File: src/rtl/farol_pkg.sv
`default_nettype none
// ============================================================================
// Module   : farol_pkg
// Purpose  : State codes and default timing constants for the headlight warning.
// Revision : 1.0
// ============================================================================
package farol_pkg;

  typedef enum logic [1:0] {
    INATIVO    = 2'b00,
    BIPANDO    = 2'b01,
    SILENCIADO = 2'b10,
    ESGOTADO   = 2'b11
  } estado_t;

  localparam int DEBOUNCE_PADRAO  = 8;
  localparam int BIP_ON_PADRAO    = 4;
  localparam int BIP_OFF_PADRAO   = 4;
  localparam int TEMPO_MAX_PADRAO = 64;

endpackage
`default_nettype wire

File: src/rtl/filtro_entrada.sv
`default_nettype none
// ============================================================================
// Module   : filtro_entrada
// Purpose  : Two-flop synchroniser followed by a stability-counter debounce.
// Revision : 1.0
// ============================================================================
module filtro_entrada #(
  parameter int DEBOUNCE = 8
) (
  input  logic clk,
  input  logic rst,
  input  logic entrada_i,
  output logic saida_o
);

  localparam int CW = $clog2(DEBOUNCE) + 1;
  localparam logic [CW-1:0] c_cnt_fim = CW'(DEBOUNCE - 1);

  logic          sinc1_q, sinc2_q;
  logic          filt_q, filt_d;
  logic [CW-1:0] cnt_q, cnt_d;

  // Any sample matching the filtered value restarts the stability count.
  always_comb begin
    cnt_d  = '0;
    filt_d = filt_q;
    if (sinc2_q != filt_q) begin
      if (cnt_q == c_cnt_fim) begin
        filt_d = sinc2_q;
      end else begin
        cnt_d = cnt_q + 1'b1;
      end
    end
  end

  always_ff @(posedge clk) begin
    if (rst) begin
      sinc1_q <= 1'b0;
      sinc2_q <= 1'b0;
      filt_q  <= 1'b0;
      cnt_q   <= '0;
    end else begin
      sinc1_q <= entrada_i;
      sinc2_q <= sinc1_q;
      filt_q  <= filt_d;
      cnt_q   <= cnt_d;
    end
  end

  assign saida_o = filt_q;

endmodule
`default_nettype wire

File: src/rtl/controlador_sinalizador_farol.sv
`default_nettype none
// ============================================================================
// Module   : controlador_sinalizador_farol
// Purpose  : Headlight-left-on buzzer controller; AUTO_DESLIGA_EN adds the
//            headlight switch-off request on timeout.
// Revision : 1.0
// ============================================================================
module controlador_sinalizador_farol
  import farol_pkg::*;
#(
  parameter int DEBOUNCE  = DEBOUNCE_PADRAO,
  parameter int BIP_ON    = BIP_ON_PADRAO,
  parameter int BIP_OFF   = BIP_OFF_PADRAO,
  parameter int TEMPO_MAX = TEMPO_MAX_PADRAO
) (
  input  logic       clk,
  input  logic       rst,
  input  logic       farol,
  input  logic       porta,
  input  logic       chave,
  input  logic       silenciar,
  output logic       saida,
  output logic       alerta,
  output logic       desliga_farol,
  output logic [1:0] estado
);

  localparam int FW = $clog2(BIP_ON + BIP_OFF) + 1;
  localparam int TW = $clog2(TEMPO_MAX) + 1;
  localparam logic [FW-1:0] c_fase_fim  = FW'(BIP_ON + BIP_OFF - 1);
  localparam logic [FW-1:0] c_bip_on    = FW'(BIP_ON);
  localparam logic [TW-1:0] c_total_fim = TW'(TEMPO_MAX - 1);

  // Bit order: [0] farol, [1] porta, [2] chave, [3] silenciar.
  logic [3:0]    w_bruto, w_filt;
  logic          w_cond, w_sil_borda;
  logic [FW-1:0] w_fase_prox;

  estado_t       estado_q;
  logic          saida_q, alerta_q, sil_ant_q;
  logic [FW-1:0] fase_q;
  logic [TW-1:0] total_q;

  assign w_bruto = {silenciar, chave, porta, farol};

  for (genvar gi = 0; gi < 4; gi++) begin : g_filtro
    filtro_entrada #(
      .DEBOUNCE (DEBOUNCE)
    ) u_filtro (
      .clk       (clk),
      .rst       (rst),
      .entrada_i (w_bruto[gi]),
      .saida_o   (w_filt[gi])
    );
  end

  assign w_cond      = w_filt[0] & ~(w_filt[1] & w_filt[2]);
  assign w_sil_borda = w_filt[3] & ~sil_ant_q;
  assign w_fase_prox = (fase_q == c_fase_fim) ? '0 : fase_q + 1'b1;

  // The FSM acts on the registered condition so beeping starts one cycle after alerta.
  always_ff @(posedge clk) begin
    if (rst) begin
      estado_q  <= INATIVO;
      saida_q   <= 1'b0;
      alerta_q  <= 1'b0;
      sil_ant_q <= 1'b0;
      fase_q    <= '0;
      total_q   <= '0;
    end else begin
      alerta_q  <= w_cond;
      sil_ant_q <= w_filt[3];
      case (estado_q)
        INATIVO: begin
          saida_q <= 1'b0;
          if (alerta_q) begin
            estado_q <= BIPANDO;
            saida_q  <= 1'b1;
            fase_q   <= '0;
            total_q  <= '0;
          end
        end
        BIPANDO: begin
          if (!alerta_q) begin
            estado_q <= INATIVO;
            saida_q  <= 1'b0;
          end else if (w_sil_borda) begin
            estado_q <= SILENCIADO;
            saida_q  <= 1'b0;
          end else if (total_q == c_total_fim) begin
            estado_q <= ESGOTADO;
            saida_q  <= 1'b0;
          end else begin
            total_q <= total_q + 1'b1;
            fase_q  <= w_fase_prox;
            saida_q <= (w_fase_prox < c_bip_on);
          end
        end
        SILENCIADO, ESGOTADO: begin
          saida_q <= 1'b0;
          if (!alerta_q) begin
            estado_q <= INATIVO;
          end
        end
        default: begin
          estado_q <= INATIVO;
          saida_q  <= 1'b0;
        end
      endcase
    end
  end

  assign saida  = saida_q;
  assign alerta = alerta_q;
  assign estado = estado_q;

`ifdef AUTO_DESLIGA_EN
  logic desliga_q;

  always_ff @(posedge clk) begin
    if (rst) begin
      desliga_q <= 1'b0;
    end else if (!w_filt[0]) begin
      desliga_q <= 1'b0;
    end else if (estado_q == BIPANDO && alerta_q && !w_sil_borda &&
                 total_q == c_total_fim) begin
      desliga_q <= 1'b1;
    end
  end

  assign desliga_farol = desliga_q;
`else
  assign desliga_farol = 1'b0;
`endif

endmodule
`default_nettype wire

File: config.mk
export PLATFORM = sky130hd
export DESIGN_NAME = controlador_sinalizador_farol
export DESIGN_NICKNAME = d
export VERILOG_FILES = /design/src/rtl/farol_pkg.sv /design/src/rtl/filtro_entrada.sv /design/src/rtl/controlador_sinalizador_farol.sv
export SDC_FILE = /design/constraint.sdc
export NUM_CORES = 1
export LEC_CHECK = 0
export CAP_MARGIN = 20
export CORE_MARGIN = 1
export CORE_UTILIZATION = 50
export CTS_BUF_LIST = sky130_fd_sc_hd__clkbuf_4 sky130_fd_sc_hd__clkbuf_8
export DETAILED_ROUTE_END_ITERATION = 16
export GPL_TIMING_DRIVEN = 0
export PLACE_DENSITY = 0.69
export SYNTH_ARGS = -nofsm -noshare
export SYNTH_HDL_FRONTEND = slang
export SYNTH_SLANG_ARGS = --single-unit
File: constraint.sdc
create_clock -name clk -period 2 [get_ports clk]
set_clock_uncertainty 0.1 [all_clocks]
set_input_delay 0.4 -clock clk [delete_from_list [all_inputs] [get_ports clk]]
set_output_delay 0.4 -clock clk [all_outputs]
set_load 0.03 [all_outputs]
# [Word level (Yosys, flattened, before mapping)]
# Index checks and enable logic that the tools add are counted.
[totals] in_bits=6 output_inout_bits=5 wordCells=92 ff_bits=44
[classes] n_bitwise=9 mux=22 eq_ne=19 n_lt_le_gt_ge=1 reduce_logical=13 n_addsub=6
[ops] operator="2-to-1 mux 7 bit" count=4
[ops] operator="adder 4 x 1 -> 4 bit (second input constant)" count=5
[ops] operator="equality test 4 x 3 -> 1 bit (second input constant)" count=5
[ops] operator="2-to-1 mux 4 bit" count=5
[ops] operator="one-hot mux 7 bit (2 select lines)" count=1
[ops] operator="OR reduction 3 bit" count=4
[ops] operator="2-to-1 mux 2 bit" count=5
[ops] operator="inequality test 2 bit (second input constant)" count=5
[ops] operator="one-hot mux 4 bit (2 select lines)" count=1
[ops] operator="AND reduction 2 bit" count=4
[ops] operator="adder 7 x 1 -> 7 bit (second input constant)" count=1
[ops] operator="equality test 7 x 6 -> 1 bit (second input constant)" count=1
[ops] operator="NOT 1 bit" count=6
[ops] operator="one-hot mux 2 bit (3 select lines)" count=1
[ops] operator="AND reduction 5 bit" count=1
[ops] operator="equality test 2 bit (second input constant)" count=2
[ops] operator="< comparator 4 x 3 -> 1 bit (second input constant)" count=1
[ops] operator="2-to-1 mux 1 bit" count=4
[ops] operator="inequality test 1 bit" count=4
[ops] operator="inequality test 4 bit (second input constant)" count=1
[ops] operator="AND 1 bit" count=3
[ops] operator="one-hot mux 1 bit (3 select lines)" count=1
[ops] operator="AND reduction 3 bit" count=1
[ops] operator="equality test 2 x 1 -> 1 bit (second input constant)" count=1
[ops] operator="other kinds (3)" count=3

# [Depth between registers and ports, before layout]
# Gate-level depths: netlist of run 1.
[logic_depth] depth_word=7 ltp_mapped=6

# [Cells and area by module]
# A second synthesis of run 1 with hierarchy kept.
[unflattened] hier_cells=182 hier_area_um2=1826.8
[by_module_without_submodules] module="filtro_entrada" n_inst=4 seq_area_each_um2=140.1 cells_each=23 area_per_inst_um2=249.0
[by_module_without_submodules] module="controlador_sinalizador_farol" n_inst=1 seq_area_each_um2=320.3 cells_each=90 area_per_inst_um2=830.8

# [Least setup slack after synthesis of run 1]
# Ideal clock, no wire load.
[synth_timing] path_type="register to register" start="register alerta_q, in the netlist alerta" end="register fase_q[0]" period_less_slack_ps=1651 setup_ps=71 required_ps=1829 path_stages_with_launch=5 arrival_ps=1480 n_path_buf=0 path_slack_ps=349 path_cell_list="dfxtp_1 -> nor2b_4 -> o221ai_4 -> or4_1 -> a21oi_1"
[synth_via] elab_chain_cells=2 elab_cells_between_ends=3 classes_between="2 x eq/ne; 1 x reduce/logical"
[synth_lines] element="start: declaration" line_no="controlador_sinalizador_farol.sv:40" text="logic saida_q, alerta_q, sil_ant_q;"
[synth_lines] element="start signal: assignment" line_no="controlador_sinalizador_farol.sv:71" text="alerta_q <= w_cond;"
[synth_lines] element="inequality test 2 bit (no source line)"
[synth_lines] element="AND reduction 5 bit (no source line) (*)"
[synth_lines] element="end signal: assignment" line_no="controlador_sinalizador_farol.sv:95" text="fase_q <= w_fase_prox;"
[synth_lines] element="end: declaration" line_no="controlador_sinalizador_farol.sv:41" text="logic [FW-1:0] fase_q;"
# Mark *: on every way between the ends. The rest lies on a longest branch, timed or not.
# A chain may end at the register's enable or synchronous reset.

# [Worst setup path in the final report of run 1]
[layout_timing] start="register alerta_q, in the netlist alerta" end="output port alerta"
[layout_rtl] element="end: declaration" line_no="controlador_sinalizador_farol.sv:23" text="output logic alerta,"
# No word-level cell between the ends.

==> results of run 1 <==
-- layer usage --
| layer | part of all wire [%] | vias up | global-route usage [%] |
|---|---|---|---|
| met3 | 3.9 | 10 | 6.397 |
| met4 | 2.5 | 0 | 11.04 |
| li1 | - | 637 | - |
| met5 | 0 | - | 0 |
| met1 | 44 | 577 | 19.39 |
| met2 | 50 | 21 | 30.14 |
-- worst reg2reg max path: stages (launching register included) --
cell and delay (ns):
dfxtp_1 0.36, ha_1 0.25, nand3b_1 0.14, o221ai_4 0.16, or4_1 0.53, a21oi_1 0.12
-- synth_stat cells (2+ instances only) --
library cell and n:
xnor2_1 8, nand3b_1 4, nor3_1 4, dfxtp_1 44, inv_1 5, clkbuf_1 2
nand2b_1 3, ha_1 6, nor2_1 23, and3_1 3, mux2i_1 5, nor2b_1 9
nand2_1 8, or3_1 5, xor2_1 5, or4_1 3, o21ai_0 6, o31ai_1 2
nand3_1 8, a21oi_1 9, a211oi_1 3
-- layout make-up --
type	count	area (um^2)
plain buffers	5	30.03
clock buffers	6	45.04
clock inverters	1	5.005
fillers	287	1234
inverters	5	18.77
multi-input cells	122	793.3
flip-flops and latches	44	880.8
well taps	44	55.05
repair buffers	9	91.34
-- state kept, by name (all words and copies together) (netlist names) --
| name | count |
|---|---|
| g_filtro.u_filtro.cnt_q | 16 |
| g_filtro.u_filtro.saida_o | 4 |
| alerta | 1 |
| total_q | 7 |
| g_filtro.u_filtro.sinc1_q | 4 |
| sil_ant_q | 1 |
| saida | 1 |
| fase_q | 4 |
| estado | 2 |
| g_filtro.u_filtro.sinc2_q | 4 |
-- cells by family after synthesis --
logic type,count (synthesis),share of synthesized area (%)
and+or+nand+nor,74,22.88
adders and majority gates,6,4.357
DFF,44,51.13
other,1,0.2177
xor gates and xnor gates,13,6.609
AOI/OAI and AO/OA,23,9.078
muxes,5,2.905
buffers and inverters,10,2.832
-- how the worst max path moves through the flow --
stage,start,end,slack [ns],cells after the start
2_1_floorplan,alerta,fase_q[0],0.35,4
4_1_cts,estado[0],estado[0],0.008,1
6_report,alerta,alerta,0.09,1
3_5_place_dp,rst,g_filtro[2].u_filtro.cnt_q[1],0.09,4
3_3_place_gp,rst,g_filtro[2].u_filtro.cnt_q[1],0.13,4
5_1_grt,alerta,alerta,0.05,1
-- power by group through the flow --
stage / logic [mW] / clock network [mW] / registers (mW)
after floorplan: 0.0244 / 0 / 0.909
final: 0.0405 / 0.401 / 0.891
after global placement: 0.0396 / 0 / 0.910
after global routing: 0.0456 / 0.454 / 0.893
after detailed placement: 0.0409 / 0 / 0.911
after CTS: 0.0410 / 0.410 / 0.891
-- what timing repair did --
| action | CTS | global route |
|---|---|---|
| pin swaps | 0 | 0 |
| hold buffers | 0 | 0 |
| gates cloned | 0 | 0 |
| hold endpoints to repair | 0 | 0 |
| gates resized for setup | 1 | 1 |
| endpoints found under the setup margin | 1 | 1 |
-- layout by cell type (no fill, tap or decap), types with 2 or more instances in the layout --
cell             netlist  final
dfxtp_1               44     44
nor2_1                23     23
a21oi_1                9      9
nor2b_1                9      9
nand2_1                8      8
xnor2_1                8      8
nand3_1                8      8
clkdlybuf4s50_1        0      7
o21ai_0                6      6
ha_1                   6      6
clkbuf_4               0      6
inv_1                  5      5
or3_1                  5      5
mux2i_1                5      5
xor2_1                 5      5
nand3b_1               4      4
nor3_1                 4      4
nand2b_1               3      3
and3_1                 3      3
a211oi_1               3      3
or4_1                  3      3
clkbuf_1               2      2
o31ai_1                2      2
-- metrics by stage --
step	utilization, %	setup WS [ns]	hold WS, ns	instances	cell area, um^2
after floorplan	-	0.3491	0.3138	176	1723
after global placement	59.25	0.1310	0.3210	229	1868
after detailed placement	59.25	0.08543	0.3239	229	1868
after CTS	60.79	0.008019	0.3623	236	1917
after global routing	60.87	0.04859	0.3722	236	1919
final	60.87	0.09376	0.3587	236	1919
==> results.tsv, run 1 <==
metric	value	unit
crit_path_max_incr_delay	0.68	ns
syn_area	1723	um^2
synth_warnings	0	
clock-root-buffer	clkbuf_4	
path_clk_slew	0.11	ns
finalMaxSlewViolations	0	
yosysSeqAreaShare	51.13	%
ys.flop_type	dfxtp_1	
die-area	3684	um^2
grt_max_degree	13	
antenna_found_initial	0	
power.share.combinational	3.0	%
hold_start	g_filtro[3].u_filtro.cnt_q[0]	
holdPathEnd	g_filtro[3].u_filtro.cnt_q[0]	
drc_errors	0	
cts_buffers	5	
row_count	20	
synth.distinct_cells	32	
die_h	60.70	um
powerDensity	694.0	nW/um^2
synth_nets	188	
seqPwrFrac	66.9	%
grt-ovfl-total	0	
timing.rr.start	total_q[0]	
vias	1245	
clk_latency	0.34	ns
worstPathArrival	1.41	ns
power.total	1.332	mW
p_leak	0.7523	nW
setup_viol	0	
end_kind	primary output	
regToRegSetupSlack	0.29	ns
hold_violations	0	
synth_cells	176	
cts.sinks	44	
p_switching	282.9	uW
wl_per_cell	11.49	um
avgSynthCellArea	9.789	um^2
synth-seq-cells	44	
hp-class	register to register	
gp_congestion	0.7012	
p_clk_share	30.1	%
antenna_cells	0	
regToRegEndpoint	fase_q[0]	
peakVddDrop	0.3789	mV
synthArstFlopShare	0	%
cp_cell_sequence	clkdlybuf4s50_1	
grt_pass1_vias	1196	
die_w	60.70	um
yosysTopAreaCell	dfxtp_1	
finalCritPeriodShare	95.31	%
ctsLongestPathBuffers	2	
portBuffers	9	
core_area	3153	um^2
p_int	1.049	mW
critPathSlowestCell	clkdlybuf4s50_1	
cp-start-kind	register	
max-slew-margin-rel	65.58	%
synth_enable_flop_cells	0	
io_pins	11	
critPathMaxFanout	3	
wirelength	2712	um
cts_setup_buffers	0	
drt_iter0_markers	61	
antenna_left	0	
period_minus_slack	1.906	ns
cts_tree	yes	
start_util	54.64	%
synth_top_area_share	51.13	%
path_buf_inv	1	
hold_path_depth	1	
maxCapViolations	0	
viasPerCell	5.275	
fin_setup_tns	0	ns
synth.area.top_cells	dfxtp_1 51%, nor2_1 5.0%, ha_1 4.4%	
worstPathRequired	1.50	ns
reg2reg_depth	5	
status	complete, no violations	
crit_family	buffers and inverters	
ctsHtreeMaxLevel	2	
crit_type	register to primary output	
max_freq	524.6	MHz
nNetsFinal	204	
grt_use_total	17.97	%
post-dp-hpwl	1999	um
grt_pass1_wl	4781	um
drive_gt1_share	6.771	%
rsz0062_at_grt	no	
worst_slew_pin_slew	0.5162	ns
syn_to_final_growth	11.40	%
p_sw_share	21.24	%
firstDrtPassIters	4	
No activity file was read; power rests on OpenSTA's default activity.
==> inputs of run 2 (changes only) <==
--- a/config.mk
+++ b/config.mk
@@ -11,6 +11,7 @@
 export CTS_BUF_LIST = sky130_fd_sc_hd__clkbuf_4 sky130_fd_sc_hd__clkbuf_8
 export DETAILED_ROUTE_END_ITERATION = 16
 export GPL_TIMING_DRIVEN = 0
+export MAX_ROUTING_LAYER = met4
 export PLACE_DENSITY = 0.69
 export SYNTH_ARGS = -nofsm -noshare
 export SYNTH_HDL_FRONTEND = slang
==> run 2 against run 1 <==
Combinational power about the same. Non-clock buffer count unchanged. Via count about the same. Sequential cell count unchanged. Die area unchanged. Critical path depth unchanged. Utilization unchanged. Power increased by 0.14%. First-iteration DRC count unchanged. Final cell count unchanged. Wire length increased by 0.11%.
==> results.tsv, run 2 (same netlist as run 1, synthesis figures left out) <==
metric	value	unit	change
status	complete, no violations		unchanged
largest-register	g_filtro.u_filtro.cnt_q		unchanged
hold_violations	0		unchanged
drt_iter0_markers	61		unchanged
path_clk_slew	0.11	ns	about the same
final_common_cell	dfxtp_1		unchanged
rsz0062_at_grt	no		unchanged
power.total	1.334	mW	was 1.332 mW
crit_type	register to primary output		unchanged
start_util	54.64	%	unchanged
max_freq	524.6	MHz	about the same
grt_use_total	18.50	%	was 17.97%
hp-class	register to register		unchanged
finalMaxSlewViolations	0		unchanged
route.met2.wl	1340	um	was 1347 um
top_regs	g_filtro.u_filtro.cnt_q (16), total_q (7)		unchanged
p_leak	0.7523	nW	unchanged
max-slew-margin-rel	65.41	%	was 65.58%
clk_latency	0.34	ns	about the same
hold_path_depth	1		unchanged
nNetsFinal	204		unchanged
routed.top_layer	met4		unchanged
layout_common_cells	44 x dfxtp_1, 23 x nor2_1, 9 x a21oi_1, 9 x nor2b_1		unchanged
core_area	3153	um^2	unchanged
grt_pass1_wl	4774	um	was 4781 um
io_pins	11		unchanged
ctsHoldBuffers	0		unchanged
peakVddDrop	0.3799	mV	was 0.3789 mV
antenna_left	0		unchanged
worstPathRequired	1.50	ns	about the same
maxCapViolations	0		unchanged
cts_resized	1		unchanged
finalCritPeriodShare	95.31	%	about the same
grt_max_degree	13		unchanged
vias	1244		was 1245
ctsLongestPathBuffers	2		unchanged
row_count	20		unchanged
antenna_cells	0		unchanged
worstPathArrival	1.41	ns	about the same
period_minus_slack	1.906	ns	about the same
crit_family	buffers and inverters		unchanged
drc_errors	0		unchanged
die_w	60.70	um	unchanged
wirelength	2715	um	was 2712 um
met1_length	1205	um	was 1190 um
cp-start-kind	register		unchanged
cts_buffers	5		unchanged
cp_cell_sequence	clkdlybuf4s50_1		unchanged
syn_to_final_growth	11.40	%	unchanged
reg2reg_depth	5		unchanged
firstDrtPassIters	4		unchanged
powerDensity	695.0	nW/um^2	was 694.0 nW/um^2
end_kind	primary output		unchanged
portBuffers	9		unchanged
cts_setup_buffers	0		unchanged
cts.sinks	44		unchanged
crit_cells	1		unchanged
viasPerCell	5.271		was 5.275
grt_pass1_vias	1197		was 1196
antenna_found_initial	0		unchanged
cts_tree	yes		unchanged
fin_setup_tns	0	ns	unchanged
gp_congestion	0.7089		was 0.7012
setup_viol	0		unchanged
clock-root-buffer	clkbuf_4		unchanged
dr_wl_met3	101	um	was 105 um
path_buf_inv	1		unchanged
grt-ovfl-total	0		unchanged
worst_slew_pin_slew	0.5188	ns	was 0.5162 ns
wl_per_cell	11.50	um	was 11.49 um
drive_gt1_share	6.771	%	unchanged
largest_register_ffs	16		unchanged
ctsHtreeMaxLevel	2		unchanged
critPathMaxFanout	3		unchanged
post-dp-hpwl	1999	um	unchanged
crit_path_max_incr_delay	0.68	ns	about the same
critPathSlowestCell	clkdlybuf4s50_1		unchanged
fillers	287		unchanged
die-area	3684	um^2	unchanged
die_h	60.70	um	unchanged
-- run 2: worst paths after layout --
path | from | slack, ns | endpoint
setup / recovery | alerta | 0.09 | alerta
hold / removal | g_filtro[3].u_filtro.cnt_q[0] | 0.36 | g_filtro[3].u_filtro.cnt_q[0]
hold reg to reg | g_filtro[3].u_filtro.cnt_q[0] | 0.36 | g_filtro[3].u_filtro.cnt_q[0]
setup reg to reg | total_q[0] | 0.29 | fase_q[0]
-- run 2: through the flow --
step | cells | cell area [um^2] | setup slack [ns] | utilization, % | hold slack, ns
after global routing | 236 | 1919 | 0.04859 | 60.87 | 0.3722
after detailed placement | 229 | 1868 | 0.08543 | 59.25 | 0.3239
after global placement | 229 | 1868 | 0.1310 | 59.25 | 0.3210
after floorplan | 176 | 1723 | 0.3491 | - | 0.3138
final | 236 | 1919 | 0.09379 | 60.87 | 0.3591
after CTS | 236 | 1917 | 0.008019 | 60.79 | 0.3623
-- run 2: worst register-to-register path, cell delays in order (launching register included) --
cell and delay [ns]:
dfxtp_1 0.36, ha_1 0.25, nand3b_1 0.14, o221ai_4 0.16, or4_1 0.53, a21oi_1 0.12
-- run 2: per-layer routing --
| layer | vias to the layer above | global-route usage (%) |
|---|---|---|
| met2 | 21 | 30.14 |
| met4 | 0 | 11.04 |
| met5 | - | - |
| met3 | 10 | 6.183 |
| li1 | 637 | - |
| met1 | 576 | 19.39 |
-- run 2: final cells by class --
type / count / area [um^2] / share of cell area [%]
repair buffers: 9 / 91.34 / 4.759
inverters: 5 / 18.77 / 0.9778
plain buffers: 5 / 30.03 / 1.565
clock inverters: 1 / 5.005 / 0.2608
flip-flops and latches: 44 / 880.8 / 45.89
multi-input cells: 122 / 793.3 / 41.33
well taps: 44 / 55.05 / 2.868
clock buffers: 6 / 45.04 / 2.347
-- run 2: power by group --
part           leakage, nW  switching, mW  total [mW]  internal, mW
Sequential           0.356        0.00491       0.891         0.886
Clock               0.0315          0.259       0.402         0.143
Combinational        0.364         0.0208      0.0405        0.0197
